`src/rtl/set_job_arbiter.sv`:
```
// Round-robin job arbiter that shares one SET candidate-counting engine between NREQ requesters.
// Optional abort of stalled engine jobs is enabled by defining SET_ARB_TIMEOUT_EN.
module set_job_arbiter #(
   parameter int unsigned NREQ        = 4,
   parameter int unsigned IDW         = 2,
   parameter int unsigned TIMEOUT_CYC = 80
) (
   input  logic                 clk,
   input  logic                 rst,
   input  logic [NREQ-1:0]      req_valid,
   output logic [NREQ-1:0]      req_ready,
   input  logic [24*NREQ-1:0]   req_central,
   input  logic [12*NREQ-1:0]   req_radius,
   input  logic [2*NREQ-1:0]    req_mode,
   output logic                 set_en,
   output logic [23:0]          set_central,
   output logic [11:0]          set_radius,
   output logic [1:0]           set_mode,
   input  logic                 set_busy,
   input  logic                 set_valid,
   input  logic [7:0]           set_candidate,
   output logic                 rsp_valid,
   input  logic                 rsp_ready,
   output logic [IDW-1:0]       rsp_id,
   output logic [7:0]           rsp_candidate,
   output logic                 rsp_err
);

   typedef enum logic [1:0] {StIdle, StIssue, StWait, StResp} state_e;

   state_e         state;
   logic [IDW-1:0] last_grant;
   logic [IDW-1:0] grant_idx;
   logic           grant_found;
   logic [31:0]    cand_idx;

   // Search starts one past the previous winner so every requester gets a turn.
   always_comb begin
      grant_found = 1'b0;
      grant_idx   = '0;
      cand_idx    = '0;
      for (int unsigned k = 1; k <= NREQ; k++) begin
         cand_idx = (32'(last_grant) + k) % NREQ;
         if (!grant_found && req_valid[cand_idx[IDW-1:0]]) begin
            grant_found = 1'b1;
            grant_idx   = cand_idx[IDW-1:0];
         end
      end
   end

   always_comb begin
      req_ready = '0;
      if (rst && (state == StIdle) && grant_found) begin
         req_ready[grant_idx] = 1'b1;
      end
   end

   assign set_en = rst && (state == StIssue) && !set_busy;

`ifdef SET_ARB_TIMEOUT_EN
   logic [7:0] wait_cnt;
`else
   logic [31:0] unused_timeout_cyc;
   assign unused_timeout_cyc = TIMEOUT_CYC;
   assign rsp_err = 1'b0;
`endif

   always_ff @(posedge clk) begin
      if (!rst) begin
         state         <= StIdle;
         last_grant    <= IDW'(NREQ - 1);
         set_central   <= '0;
         set_radius    <= '0;
         set_mode      <= '0;
         rsp_valid     <= 1'b0;
         rsp_id        <= '0;
         rsp_candidate <= '0;
`ifdef SET_ARB_TIMEOUT_EN
         rsp_err       <= 1'b0;
         wait_cnt      <= '0;
`endif
      end else begin
         unique case (state)
            StIdle: begin
               if (grant_found) begin
                  set_central <= req_central[24*grant_idx +: 24];
                  set_radius  <= req_radius[12*grant_idx +: 12];
                  set_mode    <= req_mode[2*grant_idx +: 2];
                  rsp_id      <= grant_idx;
                  last_grant  <= grant_idx;
                  state       <= StIssue;
               end
            end
            StIssue: begin
               if (!set_busy) begin
                  state <= StWait;
`ifdef SET_ARB_TIMEOUT_EN
                  wait_cnt <= '0;
`endif
               end
            end
            StWait: begin
               // A real result beats the timeout even on the terminal cycle.
               if (set_valid) begin
                  rsp_candidate <= set_candidate;
                  rsp_valid     <= 1'b1;
                  state         <= StResp;
`ifdef SET_ARB_TIMEOUT_EN
                  rsp_err       <= 1'b0;
               end else if (wait_cnt == 8'(TIMEOUT_CYC - 1)) begin
                  rsp_candidate <= '0;
                  rsp_err       <= 1'b1;
                  rsp_valid     <= 1'b1;
                  state         <= StResp;
               end else begin
                  wait_cnt <= wait_cnt + 8'd1;
`endif
               end
            end
            StResp: begin
               if (rsp_ready) begin
                  rsp_valid <= 1'b0;
                  state     <= StIdle;
               end
            end
            default: state <= StIdle;
         endcase
      end
   end

endmodule

```
`config.mk`:
```
export PLATFORM = sky130hd
export DESIGN_NAME = set_job_arbiter
export DESIGN_NICKNAME = d
export VERILOG_FILES = /design/src/rtl/set_job_arbiter.sv
export SDC_FILE = /design/constraint.sdc
export NUM_CORES = 1
export LEC_CHECK = 0
export BUFFER_PORTS_ARGS = -buffer_cell sky130_fd_sc_hd__buf_2
export CELL_PAD_IN_SITES_DETAIL_PLACEMENT = 2
export CELL_PAD_IN_SITES_GLOBAL_PLACEMENT = 2
export CORE_MARGIN = 3
export CORE_UTILIZATION = 24
export DETAILED_ROUTE_END_ITERATION = 6
export HOLD_SLACK_MARGIN = 0.06
export PLACE_DENSITY = 0.93
export SYNTH_ARGS = -nofsm -noshare
export SYNTH_HDL_FRONTEND = slang
export SYNTH_SLANG_ARGS = --single-unit
```
`constraint.sdc`:
```
create_clock -name clk -period 2.55 [get_ports clk]
set_input_delay 0.3825 -clock clk [delete_from_list [all_inputs] [get_ports clk]]
set_output_delay 0.3825 -clock clk [all_outputs]
set_load 0.1 [all_outputs]
```
==> insert_results.sql <==
INSERT INTO impl_metrics (metric_group, metric, value, unit) VALUES
('status', 'outcome', 'finished clean', ''),
('routing', 'vias_per_cell', '5.190', ''),
('min_path', 'min_delay_worst_endpoint', 'rsp_candidate[5]', ''),
('routing', 'drt_iter0_drc', '104', ''),
('critical_path', 'critical-path-top-delay-family', 'simple AND/OR/NAND/NOR gates', ''),
('routing', 'drc_errors', '0', ''),
('critical_path', 'reg2reg_to', 'set_central[6]', ''),
('routing', 'drt-wirelength-per-cell', '19.84', 'um'),
('floorplan', 'die_area', '15360', 'um2'),
('timing', 'rsz0062_at_grt', 'no', ''),
('yosys', 'yosysWarnings', '0', ''),
('yosys', 'async_flop_share', '0', '%'),
('critical_path', 'worst-r2r-setup-slack', '0.41', 'ns'),
('clock_tree', 'cts_buffers', '5', ''),
('grt', 'grt_pass1_wl', '21970', 'um'),
('timing', 'slew-limit-headroom', '51.75', '%'),
('grt', 'grt_util_met2', '35.69', '%'),
('critical_path', 'reg2regPathDepth', '7', ''),
('yosys', 'avgSynthCellArea', '8.926', 'um2'),
('floorplan', 'pin_count', '224', ''),
('yosys', 'postSynthCellCount', '374', ''),
('routing', 'routed_wl', '14960', 'um'),
('critical_path', 'critical_path.cell_chain', 'inv_1 -> ha_1 -> nor2b_4 -> and3_1 -> buf_12', ''),
('power', 'ir_drop', '0.4952', 'mV'),
('grt', 'via_count_of_the_first_global_routing_pass', '4318', ''),
('yosys', 'synth.largest_area_cell', 'sky130_fd_sc_hd__dfxtp_1', ''),
('routing', 'detail_route.first_pass.iterations', '4', ''),
('min_path', 'hold_path_startpoint', 'set_candidate[5]', ''),
('clock_tree', 'ctsHtreeMaxLevel', '2', ''),
('clock_tree', 'cts_setup_buffers', '0', ''),
('grt', 'grt_use_total', '18.32', '%'),
('cells_and_area', 'num_antenna_cells', '0', ''),
('yosys', 'yosys-top-cells-area', 'sky130_fd_sc_hd__dfxtp_1 (32%), sky130_fd_sc_hd__a221oi_1 (10%), sky130_fd_sc_hd__mux2i_1 (9.3%)', ''),
('grt', 'top_usage_layer', 'met2', ''),
('yosys', 'flip_flop_cell_with_the_highest_count_after_synthesis', 'sky130_fd_sc_hd__dfxtp_1', ''),
('routing', 'ant_nets', '0', ''),
('cells_and_area', 'stdcell_area', '4746', 'um2'),
('critical_path', 'crit_path_max_incr_delay', '0.40', 'ns'),
('grt', 'antenna_found_initial', '0', ''),
('clock_tree', 'clock_root_buffer', 'sky130_fd_sc_hd__clkbuf_16', ''),
('critical_path', 'crit_arrival', '1.94', 'ns'),
('yosys', 'synth.yosys.seq_area_share', '31.78', '%'),
('timing', 'post-route-min-period', '2.322', 'ns'),
('yosys', 'postSynthRegisterBits', '53', ''),
('placed_design', 'routabilityCongestion', '0.7541', ''),
('timing', 'final.setup.tns', '0', 'ns'),
('grt', 'grt_remaining_overflow', '0', ''),
('clock_tree', 'cts.reportedPaths.clkPinSlew', '0.07', 'ns'),
('clock_tree', 'cts_buffer_depth', '2', ''),
('power', 'power_leakage', '0.002174', 'uW'),
('clock_tree', 'clock_tree_from_tritoncts', 'yes', ''),
('critical_path', 'maximum_net_fanout_on_the_critical_path', '13', ''),
('critical_path', 'rr_startpoint', 'state[0]', ''),
('cells_and_area', 'final_core_utilization', '35.42', '%'),
('grt', 'pin_count_of_the_biggest_net_entering_global_routing', '30', ''),
('flow_run', 'max_cap_violations', '0', ''),
('cells_and_area', 'instances_no_fill', '754', ''),
('timing', 'final_worst_clock_skew', '0.005459', 'ns'),
('grt', 'grtUsageMet3', '4.768', '%'),
('floorplan', 'fp.dieH', '123.9', 'um'),
('cells_and_area', 'area.growth.synth_to_final', '42.17', '%'),
('timing', 'tightest_slew', '0.7178', 'ns'),
('placed_design', 'detailedPlacementHpwl', '11690', 'um'),
('yosys', 'synth_enable_flop_cells', '0', ''),
('cells_and_area', 'finalNetCount', '751', ''),
('floorplan', 'die_width', '123.9', 'um'),
('timing', 'report.final.slew_viol_count', '0', ''),
('critical_path', 'critPathBufInv', '2', ''),
('yosys', 'synth_largest_type_area_fraction', '31.78', '%'),
('placed_design', 'placed_cells', '746', ''),
('critical_path', 'endpoint_kind', 'output port', '');
## through the flow
stage / power [uW] / setup slack, ns / hold WS, ns
2_1_floorplan: 5063 / 0.1515 / 0.5268
3_3_place_gp: 5853 / 0.4507 / 0.4412
3_5_place_dp: 6052 / 0.2301 / 0.4577
4_1_cts: 6845 / 0.03442 / 0.3397
5_1_grt: 7173 / 0.03437 / 0.3601
6_report: 6784 / 0.2280 / 0.3459
## kinds of logic after synthesis
group	share of synthesized area (%)
simple gates	14.28
compound gates	31.78
buf+inv	8.208
fa+ha+maj	1.499
flops	31.78
mux	12.33
other cells	0.1123
## power by group
group / internal (uW) / switching (uW)
Combinational: 1110 / 3560
Clock: 457 / 309
Sequential: 1150 / 208
Total: 2710 / 4070
## worst max path at each step
| stage | startpoint | endpoint | cells past startpoint |
|---|---|---|---|
| 2_1_floorplan | req_valid[1] | req_ready[0] | 5 |
| 3_3_place_gp | req_valid[0] | set_central[2] | 7 |
| 3_5_place_dp | state[0] | set_central[6] | 7 |
| 4_1_cts | state[0] | req_ready[0] | 5 |
| 5_1_grt | state[0] | req_ready[0] | 5 |
| 6_report | state[0] | req_ready[0] | 5 |
## worst register-to-register path, cell delays in order, from the launching register on
cell,delay [ns]
sky130_fd_sc_hd__dfxtp_1,0.34
sky130_fd_sc_hd__inv_1,0.10
sky130_fd_sc_hd__ha_1,0.34
sky130_fd_sc_hd__nor2b_4,0.40
sky130_fd_sc_hd__buf_4,0.33
sky130_fd_sc_hd__o21ai_0,0.16
sky130_fd_sc_hd__or2_1,0.24
sky130_fd_sc_hd__o22ai_1,0.15
## cells in the mapped netlist, types with 2 or more instances
cell type and count:
sky130_fd_sc_hd__a21boi_0 8, sky130_fd_sc_hd__a21boi_1 2, sky130_fd_sc_hd__a21oi_1 4, sky130_fd_sc_hd__a221oi_1 39
sky130_fd_sc_hd__and3_1 3, sky130_fd_sc_hd__buf_2 10, sky130_fd_sc_hd__buf_4 3, sky130_fd_sc_hd__buf_6 11
sky130_fd_sc_hd__clkbuf_1 11, sky130_fd_sc_hd__dfxtp_1 53, sky130_fd_sc_hd__ha_1 4, sky130_fd_sc_hd__inv_1 4
sky130_fd_sc_hd__mux2_1 9, sky130_fd_sc_hd__mux2i_1 31, sky130_fd_sc_hd__nand2_1 18, sky130_fd_sc_hd__nand2b_1 5
sky130_fd_sc_hd__nand3_1 10, sky130_fd_sc_hd__nor2_1 13, sky130_fd_sc_hd__nor2b_1 4, sky130_fd_sc_hd__nor2b_2 2
sky130_fd_sc_hd__o211a_1 2, sky130_fd_sc_hd__o211ai_1 2, sky130_fd_sc_hd__o21ai_0 31, sky130_fd_sc_hd__o21ai_1 10
sky130_fd_sc_hd__o22ai_1 28, sky130_fd_sc_hd__o22ai_2 3, sky130_fd_sc_hd__o2bb2ai_1 10, sky130_fd_sc_hd__or2_0 12
sky130_fd_sc_hd__or2_1 16
## routing by layer
metal	up-vias	share of wire, %
li1	1832	-
met1	1905	38
met2	163	53
met3	13	7.4
met4	0	1.0
met5	-	0
## registers in the layout, summed over array words and instances, names as in the netlist
signal,flops
set_central,24
rsp_valid,1
rsp_candidate,8
set_mode,2
last_grant,2
set_radius,12
rsp_id,2
state,2
## cells in the final DEF, fill, tap and decap left out, types with 2 or more instances in the layout
master                      instances
sky130_fd_sc_hd__nand2_1           18
sky130_fd_sc_hd__o22ai_2            3
sky130_fd_sc_hd__o21ai_0           31
sky130_fd_sc_hd__clkbuf_16          5
sky130_fd_sc_hd__or2_1             16
sky130_fd_sc_hd__o22ai_1           28
sky130_fd_sc_hd__a21boi_0           8
sky130_fd_sc_hd__o2bb2ai_1         10
sky130_fd_sc_hd__nand3_1           10
sky130_fd_sc_hd__buf_12             3
sky130_fd_sc_hd__inv_1              4
sky130_fd_sc_hd__and3_1             3
sky130_fd_sc_hd__a21boi_1           2
sky130_fd_sc_hd__buf_2            219
sky130_fd_sc_hd__o211a_1            2
sky130_fd_sc_hd__o211ai_1           2
sky130_fd_sc_hd__buf_4             11
sky130_fd_sc_hd__o21ai_1           10
sky130_fd_sc_hd__ha_1               4
sky130_fd_sc_hd__nor2_1            11
sky130_fd_sc_hd__nor2b_1            3
sky130_fd_sc_hd__a221oi_2           2
sky130_fd_sc_hd__mux2i_1           31
sky130_fd_sc_hd__or2_0             12
sky130_fd_sc_hd__mux2_1             9
sky130_fd_sc_hd__nor2b_2            3
sky130_fd_sc_hd__nor2_2             3
sky130_fd_sc_hd__a21oi_1            4
sky130_fd_sc_hd__a221oi_1          38
sky130_fd_sc_hd__dfxtp_1           52
sky130_fd_sc_hd__nand2b_1           4
## area by class of cell
class / count / area, um2
clock inverter: 2 / 35.03
multi-input combinational: 280 / 2046
inverter: 5 / 18.77
timing repair buffer: 233 / 1239
sequential: 53 / 1062
clock buffer: 5 / 125.1
fill: 1583 / 8655
tap: 176 / 220.2
## timing repair
| action | in CTS | in global routing |
|---|---|---|
| setup endpoints to repair | 0 | 4 |
| gates resized for setup | 0 | 2 |
| hold endpoints to repair | 0 | 0 |
Power figures use the tool's default switching activity.
